===== src/rtl/oam_dma.sv =====
`default_nettype none
// ============================================================================
// Module   : oam_dma
// Brief    : Sprite DMA engine. Halts the CPU and copies one page to the OAM data port.
// Revision : 1.0
// ============================================================================
module oam_dma #(
   parameter logic [15:0] TRIG_ADDR = 16'h4014,
   parameter logic [15:0] OAM_ADDR  = 16'h2004,
   parameter int          LEN       = 256
) (
   input  logic        clk,
   input  logic        n_reset,
   input  logic [15:0] addr,
   input  logic        rw,
   input  logic [7:0]  data_in,
   output logic        rdy,
   output logic        dma_oe,
   output logic [15:0] dma_addr,
   output logic        dma_rw,
   output logic [7:0]  dma_data,
   output logic        busy
);

   typedef enum logic [2:0] {
      S_IDLE  = 3'd0,
      S_HALT  = 3'd1,
      S_ALIGN = 3'd2,
      S_READ  = 3'd3,
      S_WRITE = 3'd4
   } state_t;

   localparam logic [7:0] LAST_IDX = 8'(LEN - 1);

   state_t      state_q, state_d;
   logic [7:0]  page_q, page_d;
   logic [7:0]  idx_q, idx_d;
   logic        odd_q, odd_d;
   logic        rdy_q, rdy_d;
   logic        dma_oe_q, dma_oe_d;
   logic [15:0] dma_addr_q, dma_addr_d;
   logic        dma_rw_q, dma_rw_d;
   logic [7:0]  dma_data_q, dma_data_d;
   logic        busy_q, busy_d;

   always_comb begin
      state_d    = state_q;
      page_d     = page_q;
      idx_d      = idx_q;
      odd_d      = ~odd_q;
      dma_data_d = dma_data_q;

      case (state_q)
         S_IDLE: begin
            if ((addr == TRIG_ADDR) && !rw) begin
               page_d  = data_in;
               idx_d   = 8'd0;
               state_d = S_HALT;
            end
         end
         S_HALT: begin
            // A CPU write cycle cannot be stalled; wait for a read to take the halt.
            // odd_q=1 now means the next cycle is even and may carry a DMA read.
            if (rw) begin
               state_d = odd_q ? S_READ : S_ALIGN;
            end
         end
         S_ALIGN: begin
            state_d = S_READ;
         end
         S_READ: begin
            dma_data_d = data_in;
            state_d    = S_WRITE;
         end
         S_WRITE: begin
            idx_d   = idx_q + 8'd1;
            state_d = (idx_q == LAST_IDX) ? S_IDLE : S_READ;
         end
         default: begin
            state_d = S_IDLE;
         end
      endcase

      // Outputs are precomputed from the next state so the bus is registered.
      rdy_d    = (state_d == S_IDLE);
      busy_d   = (state_d != S_IDLE);
      dma_oe_d = (state_d == S_READ) || (state_d == S_WRITE);
      dma_rw_d = (state_d != S_WRITE);
      if (state_d == S_READ) begin
         dma_addr_d = {page_d, idx_d};
      end else if (state_d == S_WRITE) begin
         dma_addr_d = OAM_ADDR;
      end else begin
         dma_addr_d = 16'h0000;
      end
   end

   always_ff @(posedge clk or negedge n_reset) begin
      if (!n_reset) begin
         state_q    <= S_IDLE;
         page_q     <= 8'd0;
         idx_q      <= 8'd0;
         odd_q      <= 1'b0;
         rdy_q      <= 1'b1;
         dma_oe_q   <= 1'b0;
         dma_addr_q <= 16'h0000;
         dma_rw_q   <= 1'b1;
         dma_data_q <= 8'd0;
         busy_q     <= 1'b0;
      end else begin
         state_q    <= state_d;
         page_q     <= page_d;
         idx_q      <= idx_d;
         odd_q      <= odd_d;
         rdy_q      <= rdy_d;
         dma_oe_q   <= dma_oe_d;
         dma_addr_q <= dma_addr_d;
         dma_rw_q   <= dma_rw_d;
         dma_data_q <= dma_data_d;
         busy_q     <= busy_d;
      end
   end

   assign rdy      = rdy_q;
   assign dma_oe   = dma_oe_q;
   assign dma_addr = dma_addr_q;
   assign dma_rw   = dma_rw_q;
   assign dma_data = dma_data_q;
   assign busy     = busy_q;

endmodule
`default_nettype wire


===== config.mk =====
export PLATFORM = sky130hd
export DESIGN_NAME = oam_dma
export DESIGN_NICKNAME = d
export VERILOG_FILES = /design/src/rtl/oam_dma.sv
export SDC_FILE = /design/constraint.sdc
export NUM_CORES = 1
export LEC_CHECK = 0
export CORE_MARGIN = 10
export CORE_UTILIZATION = 47
export DETAILED_ROUTE_END_ITERATION = 6
export HOLD_SLACK_MARGIN = 0.12
export PLACE_DENSITY = 0.76
export SYNTH_ARGS = -nofsm -noshare
export SYNTH_HDL_FRONTEND = slang
export SYNTH_SLANG_ARGS = --single-unit

===== constraint.sdc =====
create_clock -name clk -period 2.3 [get_ports clk]
set_clock_uncertainty 0.05 [all_clocks]
set_input_delay 0.46 -clock clk [delete_from_list [all_inputs] [get_ports clk]]
set_output_delay 0.46 -clock clk [all_outputs]
set_load 0.1 [all_outputs]

==> results of run 1 <==
-- layout make-up --
type	count	share of cell area, %
clock buffers	6	3.13
clock inverters	2	0.521
inverters	4	0.568
multi-input cells	97	27.1
flip-flops and latches	48	45.6
well taps	50	2.37
repair buffers	63	20.7
-- worst paths after layout --
kind,end,slack (ns),depth (start not counted)
worst max-delay path,dma_addr[8],0.08,7
worst min-delay path,odd_q,0.40,1
worst max register to register,dma_addr[8],0.27,5
worst min register to register,odd_q,0.40,1
max in group asynchronous,dma_rw,0.89,3
min in group asynchronous,state_q[0],0.63,2
-- where the power goes --
group          internal [mW]  switching, mW  total, mW  leakage [nW]
registers               1.10          0.176       1.28         0.599
clock network          0.246          0.280      0.526        0.0516
logic                  0.586           1.66       2.25         0.605
total                   1.93           2.12       4.05          1.26
-- cell families (layout without fill, tap and decap cells) --
group	after synthesis	after routing	share of synthesized area, %
AO/OA/AOI/OAI	18	18	5.94
XOR/XNOR	3	3	1.34
adder cells (fa/ha/maj)	1	1	0.639
buffers and inverters	9	75	2.17
flip-flops	48	48	61.5
multiplexers	17	17	10.3
AND/OR/NAND/NOR	58	58	18.1
-- routing by layer --
| metal | vias to the layer above | global-route usage (%) | share of wire, % |
|---|---|---|---|
| met4 | 0 | 4.49 | 1.5 |
| met2 | 45 | 20.6 | 51 |
| li1 | 656 | - | - |
| met5 | - | 0 | 0 |
| met1 | 686 | 14.6 | 40 |
| met3 | 6 | 5.51 | 7.1 |
-- flip-flops by register name (all words and copies together), names as in the netlist --
signal and cells:
busy 1, page_q 8, idx_q 8, dma_rw 1, state_q 3, dma_data 8
rdy 1, dma_oe 1, odd_q 1, dma_addr 16
-- Yosys cell counts --
master    count  area (um2)
nor3b_1       3        22.5
nor2_1        7        26.3
nand3_1       2        10.0
buf_6         1        11.3
inv_1         4        15.0
or2_2         7        43.8
o21a_1        2        15.0
nor2b_1       1        6.26
a22oi_1       1        7.51
mux2_4        3        45.0
nand3b_1      3        22.5
a21o_1        2        15.0
dfrtp_1      46        1150
o21ai_0       3        15.0
xnor2_1       2        17.5
o31ai_1       1        7.51
xor2_1        1        8.76
o41ai_1       1        8.76
and2_1        9        56.3
nand2_1      14        52.6
a211o_1       1        8.76
o211ai_1      1        7.51
dfstp_2       2        52.6
nand4_1       2        12.5
mux2_2       13         146
mux2i_1       1        10.0
ha_1          1        12.5
buf_2         1        5.00
nor3_1        4        20.0
nor4_4        2        42.5
clkbuf_1      3        11.3
o22ai_1       1        6.26
and3_1        2        12.5
a21oi_1       5        25.0
nand4b_2      1        15.0
nor4_2        1        12.5
-- per-stage QoR --
stage	power, mW	worst slack, ns	hold WS (ns)	setup TNS, ns
after global routing	4.27	-0.000978	0.416	-0.000978
after global placement	3.50	-0.209	0.366	-1.71
after detailed placement	3.56	-0.259	0.391	-2.53
final	4.05	0.0819	0.396	0
after CTS	4.09	0.0567	0.403	0
after floorplan	3.03	0.188	0.114	0
-- timing repair --
action,in CTS,in global routing
endpoints found under the hold margin,23,0
setup buffers,0,1
resized for setup,0,1
setup endpoints to repair,0,2
hold buffers,1,0
-- critical path, stage by stage --
cell	delay, ns
clkdlybuf4s50_1	0.42
nor4_2	0.31
nand4b_2	0.19
nor4_4	0.29
buf_12	0.19
mux2_2	0.35
and2_1	0.16
==> results.md, run 1 <==
- Max Fclk: 451 MHz
- Clock H-tree levels: 2
- Hold Path Class: flip-flop to flip-flop
- Seq cells post-synth: 48
- Dpl cell area: 2520 um2
- Post-DP HPWL: 3430 um
- CP startpoint kind: input pin
- CP endpoint kind: flip-flop
- DP Cell Count: 260
- GP Congestion: 0.784
- Clock Sinks: 48
- Vias in the first global route: between 1500 and 2000
- PD cells: 1530 nW/um2
- Worst-margin pin slew: approximately 0.57 ns
- CTS tree: yes
- Number of buffers created by CTS: 5
- Min-delay src: odd_q
- Mapped Area: 1960 um2
- Initial Utilization: about half
- Worst path arrival time: 2.36 ns
- Seq. cell area: around 1200 um2
- Detailed Routing Iterations Pass 1: 4
- Maximum vdd drop: 1070 uV
- Max-Cap Viols: 0
- Via/cell ratio: 5.16
- Reg clk slew, reported paths: roughly 0.09 ns
- Largest net degree at the start of global routing: 26
- # fillers: 317
- Syn. warnings: 0
- Final net count: about 250
- Post-route cell area: around 2600 um2
- Layout cells sized above 1: 33.6%
- Std-Cell Rows: 23
- GR Util All Layers: 12.7%
- Core Footprint: 4030 um2
- Clock latency on the worst-skew pair: approximately 0.30 ns
- DRC Markers: 0
- First-pass GRT wire length: 7450 um
- 1st-iter DRT viols: 144
- Fin. max-slew vios: 0
- RSZ-0062 raised after global routing: true
- Crit path max fanout: 14
- Post-synthesis sequential area ratio: 61.5%
- Routed WL: 4450 um
- Final Setup Violations: 0
- Die Height: between 80 and 90 um
- Worst Setup SP: addr[5]
- Final min period: 2.22 ns
- Footprint of the multi-input gates: 716 um2
- Die ar.: 7150 um2
- CTS root buf: clkbuf_8
- CTS max path bufs: 2
- CP Data Required Time: 2.45 ns
- DR WL/cell: around 16 um
- Pleak: 1.26 nW
- Synthesized net count: between 150 and 200
- Reg2Reg Launch Point: state_q[1]
- GRT Residual Overflow: 0
- Cells after synthesis: between 150 and 200
- Antenna violations before repair: 0
- Setup CP Type: input pin to flip-flop
- Slew margin rel.: between 60 and 70%
- Via count: 1393
- Diodes inserted: 0
- Port Buffer Count: 54
- Finished Layout Cells: 270
- Die Span X: around 85 um
- Netlist cell types: 36
- Finished Core Util: between 60% and 70%
- Layout Area Growth over Synthesis: 34.9%
- Commonest cells after routing, fill and taps aside: dfrtp_1, buf_4, clkdlybuf4s50_1
- Final hold viol count: 0
- Commonest non-fill, non-tap cell in the layout: dfrtp_1
- Boundary Pins: 55
- Outcome: complete, no violations
- Mapped Avg Cell Area: 12.7 um2
- Routed Antenna Nets: 0
- Period utilisation layout: 96.4%
Note: power is estimated with default switching activity, not from simulation.
==> run 2, diff against run 1 <==
- CORE_UTILIZATION: 47 -> 58
- DONT_BUFFER_PORTS: unset -> 1
- PLACE_DENSITY: 0.76 -> 0.71
- REMOVE_ABC_BUFFERS: unset -> 1
==> run 2 against run 1 <==
  * Count of clock-buffer cells in the layout up 1
  * Wire length shrank 13%
  * Maximum frequency rose by 15%
  * Via count fell by 13%
  * Die area fell by 15%
  * Hold slack got worse by 0.20 ns
  * Setup slack improved by 0.29 ns
  * Utilization increased by 2.4 points
  * Global-route usage rose by 0.68 points
  * Register-to-register slack gained 0.098 ns
  * Critical path depth is 2 lower
==> results.md, run 2 (synthesis results as in run 1) <==
- Core Footprint: 3310 um2
- Clock H-tree levels: 2
- GP Congestion: 0.841
- Hold depth: 1
- Final min period: roughly 1.9 ns
- Internal reg-to-reg setup slack: between 0.3 and 0.4 ns
- Clock Sinks: 48
- Period utilisation layout: 84.0%
- Finished Layout Cells: 225
- Max Fclk: roughly 520 MHz
- Reg2Reg Launch Point: state_q[1]
- Largest register FFs: 16
- Clock latency on the worst-skew pair: 0.35 ns
- CTS tree: yes
- Commonest cells after routing, fill and taps aside: dfrtp_1, buf_4, nand2_1
- Die ar.: 6100 um2
- GRT Residual Overflow: 0
- Hold slack: 0.199 ns
- Max-Cap Viols: 0
- Reg clk slew, reported paths: 0.12 ns
- Layout cells sized above 1: 31.8%
- Boundary Pins: 55
- Setup TNS: 0 ns
- Via/cell ratio: 5.39
- Die Span X: 78.1 um
- Layout Area Growth over Synthesis: 15.0%
- Slew margin rel.: 39.1%
- Final Setup Violations: 0
- CP Data Required Time: 2.50 ns
- CTS root buf: clkbuf_4
- Number of buffers created by CTS: 5
- Routed WL: about 3900 um
- Commonest non-fill, non-tap cell in the layout: dfrtp_1
- DR WL/cell: 17.2 um
- Via count: 1213
- Vias in the first global route: 1313
- Fin. max-slew vios: 0
- Min-delay src: data_in[4]
- Die Height: ~78 um
- CP endpoint kind: flip-flop
- First-pass GRT wire length: between 6000 and 7000 um
- Std-Cell Rows: 21
- R2R depth: 5
- CTS max path bufs: 2
- Crit path max fanout: 15
- Diodes inserted: 0
- Worst-margin pin slew: 0.913 ns
- GR Util All Layers: between 10% and 20%
- Antenna violations before repair: 0
- DP Cell Count: 215
- Largest net degree at the start of global routing: 49
- DRC Markers: 0
- CP startpoint kind: flip-flop
- Finished Core Util: 68.0%
- Worst R2R End: dma_addr[13]
- Post-DP HPWL: ~2900 um
- Detailed Routing Iterations Pass 1: 4
- 1st-iter DRT viols: 53
- Setup CP Type: flip-flop to flip-flop
- RSZ-0062 raised after global routing: false
- Routed Antenna Nets: 0
- Outcome: complete, no violations
- Worst hold endpoint: dma_data[4]
- Port Buffer Count: 0
- CTS resizes: 0
- Worst path arrival time: 2.14 ns
- Initial Utilization: slightly below 60%
- Final net count: a little over 200
- Hold Path Class: input pin to flip-flop
- Final hold viol count: 0
[run 2: timing repair]
action                                 CTS  global route
endpoints found under the hold margin   48             0
hold buffers                             2             0
buffers inserted                         0             0
[run 2: stage by stage]
step,cell area [um2],setup slack (ns)
floorplan,1930,0.0170
global placement,2150,0.208
detailed placement,2150,0.164
CTS,2250,0.365
global route,2250,0.275
finish,2250,0.368
[run 2: routing by layer]
| layer | GRT usage [%] | vias to the layer above | wire (um) |
|---|---|---|---|
| met4 | 5.91 | 0 | 68 |
| met2 | 21.6 | 46 | 1820 |
| met3 | 7.86 | 7 | 414 |
| met5 | 0 | - | 0 |
| met1 | 13.9 | 583 | 1560 |
| li1 | - | 577 | - |
[run 2: worst max-delay path: stages, from the launching register on]
cell and delay [ns]:
dfrtp_1 0.47, or2_2 0.41, nor4_4 0.21, buf_12 0.19
mux2_2 0.35, a21o_1 0.17
[run 2: worst max-delay path by stage]
stage / depth (start not counted) / endpoint / startpoint / slack [ns]
2_1_floorplan: 5 / dma_addr[13] / addr[5] / 0.02
3_3_place_gp: 6 / dma_addr[13] / addr[1] / 0.21
6_report: 5 / dma_addr[13] / state_q[1] / 0.37
4_1_cts: 5 / dma_addr[13] / state_q[1] / 0.36
5_1_grt: 5 / dma_addr[9] / state_q[1] / 0.27
3_5_place_dp: 6 / dma_addr[13] / addr[1] / 0.16
[run 2: layout make-up]
type                            instances  area (um2)
Sequential cell                        48        1200
Fill cell                             251        1060
Multi-Input combinational cell         97         712
Timing Repair Buffer                   22         200
Tap cell                               46        57.6
Clock buffer                            7        55.1
Inverter                                4        15.0
Clock inverter                          1        7.51
Power of run 2 is left out: the tool's default activity adds up to more than one toggle a clock period on the data nets, which glitch-free logic cannot reach.
==> run 3, diff against run 2 <==
- clock period: 2.3 -> 1.99 ns (I/O delays scaled with it)
==> run 3 against run 2 <==
  * Register-to-register slack got worse by 0.26 ns
  * Non-clock buffer count increased by 10
  * Utilization increased by 2.2 points
  * Die area unchanged
  * Critical path depth unchanged
  * Count of clock-buffer cells in the layout decreased by 1
  * Critical path type unchanged
  * Largest cell class unchanged
  * Highest routed layer unchanged
==> results.md, run 3 (synthesis results as in run 1) <==
- Clock Sinks: 48
- Boundary Pins: 55
- Port Buffer Count: 0
- Met3 Resource Use GR: 7.29%
- Core Footprint: approximately 3300 um2
- Std-Cell Rows: 21
- Pre-CTS WS: -0.0631 ns
- Clock H-tree levels: 2
- CTS max path bufs: 2
- Largest register FFs: 16
- Period utilisation layout: 94.4%
- Antenna violations before repair: 0
- Max-Cap Viols: 0
- Final hold viol count: 0
- GR Util All Layers: 13.9%
- Die Height: 78.1 um
- Hold slack: 0.143 ns
- Fin. max-slew vios: 0
- Diodes inserted: 0
- CP endpoint kind: flip-flop
- Die ar.: 6100 um2
- DR WL/cell: 17.2 um
- First-pass GRT wire length: 6800 um
- Global Route met1 Usage: 15.3%
- Post-DP HPWL: roughly 3000 um
- Commonest cells after routing, fill and taps aside: dfrtp_1, buf_4, nand2_1
- Final Setup Violations: 0
- Worst path arrival time: between 2 and 2.5 ns
- CP startpoint kind: flip-flop
- Reg clk slew, reported paths: 0.12 ns
- 1st-iter DRT viols: 70
- Max Fclk: 532 MHz
- Hold Path Class: input pin to flip-flop
- Worst Setup Slack, final: 0.110 ns
- Initial Utilization: roughly three fifths
- Layout Area Growth over Synthesis: 18.6%
- GRT Residual Overflow: 0
- Detailed Routing Iterations Pass 1: 4
- CTS resizes: 0
- CP Data Required Time: 2.19 ns
- Routed Antenna Nets: 0
- CTS root buf: clkbuf_4
- DRC Markers: 0
- Setup CP Type: flip-flop to flip-flop
- Die Span X: 78.1 um
- Met2 Track Usage GR: 22.4%
- Slew margin rel.: 39.2%
- Routed WL: between 4000 and 5000 um
- Via count: between 1000 and 1500
- Via/cell ratio: 5.34
- Busiest layer in global routing: met2
- Largest net degree at the start of global routing: 49
- Layout cells sized above 1: 33.9%
- Outcome: complete, no violations
- Finished Core Util: 70.1%
- CTS tree: yes
- Final net count: 216
- Final min period: roughly 1.9 ns
- RSZ-0062 raised after global routing: false
- Number of buffers created by CTS: 5
- Vias in the first global route: 1390
- Worst-margin pin slew: 0.912 ns
- GP Congestion: ~0.88
- Setup TNS: 0 ns
- Commonest non-fill, non-tap cell in the layout: dfrtp_1
- Clock latency on the worst-skew pair: 0.35 ns
- Crit path max fanout: 7
- Post-CTS Setup Bufs: 0
-- run 3: cell types whose count changed in the layout (fill, tap and decap cells not counted), sizes merged --
cell,previous run,this run
clkbuf,7,6
clkinvlp,1,0
buf,21,27
clkinv,0,2
dlygate4sd3,1,5
-- run 3: worst max-delay path: stages, from the launching register on --
cell,delay [ns]
dfrtp_1,0.40
or2_2,0.38
nor4_4,0.23
buf_4,0.21
mux2_2,0.35
a21o_1,0.18
-- run 3: layout make-up --
type                    instances  area, um2
repair buffers                 32        273
flip-flops and latches         48       1200
inverters                       4       15.0
multi-input cells              97        712
clock inverters                 2       10.0
fillers                       261        988
well taps                      46       57.6
clock buffers                   6       51.3
-- run 3: metal layers --
layer  up-vias  wire length (um)
li1        595                 -
met1       612              1590
met2        41              1970
met3         6               428
met4         0                57
met5         -                 0
-- run 3: repair_timing --
| item | in CTS | in global routing |
|---|---|---|
| endpoints found under the setup margin | 0 | 0 |
| hold buffers | 3 | 3 |
| hold endpoints to repair | 49 | 3 |
-- run 3: metrics by stage --
step	instances	instance area (um2)
global placement	221	2180
finish	235	2320
detailed placement	221	2180
CTS	232	2290
global route	235	2320
floorplan	149	1930
-- run 3: final timing paths --
| path | slack (ns) | depth (start not counted) | end | start |
|---|---|---|---|---|
| hold reg to reg | 0.41 | 1 | odd_q | odd_q |
| setup / recovery | 0.11 | 5 | dma_addr[13] | state_q[1] |
| max in group asynchronous | 1.11 | 2 | dma_rw | n_reset |
| min in group asynchronous | 0.49 | 2 | idx_q[1] | n_reset |
| hold / removal | 0.14 | 1 | dma_data[7] | data_in[7] |
| setup reg to reg | 0.11 | 5 | dma_addr[13] | state_q[1] |
Power of run 3 is left out for the same reason.
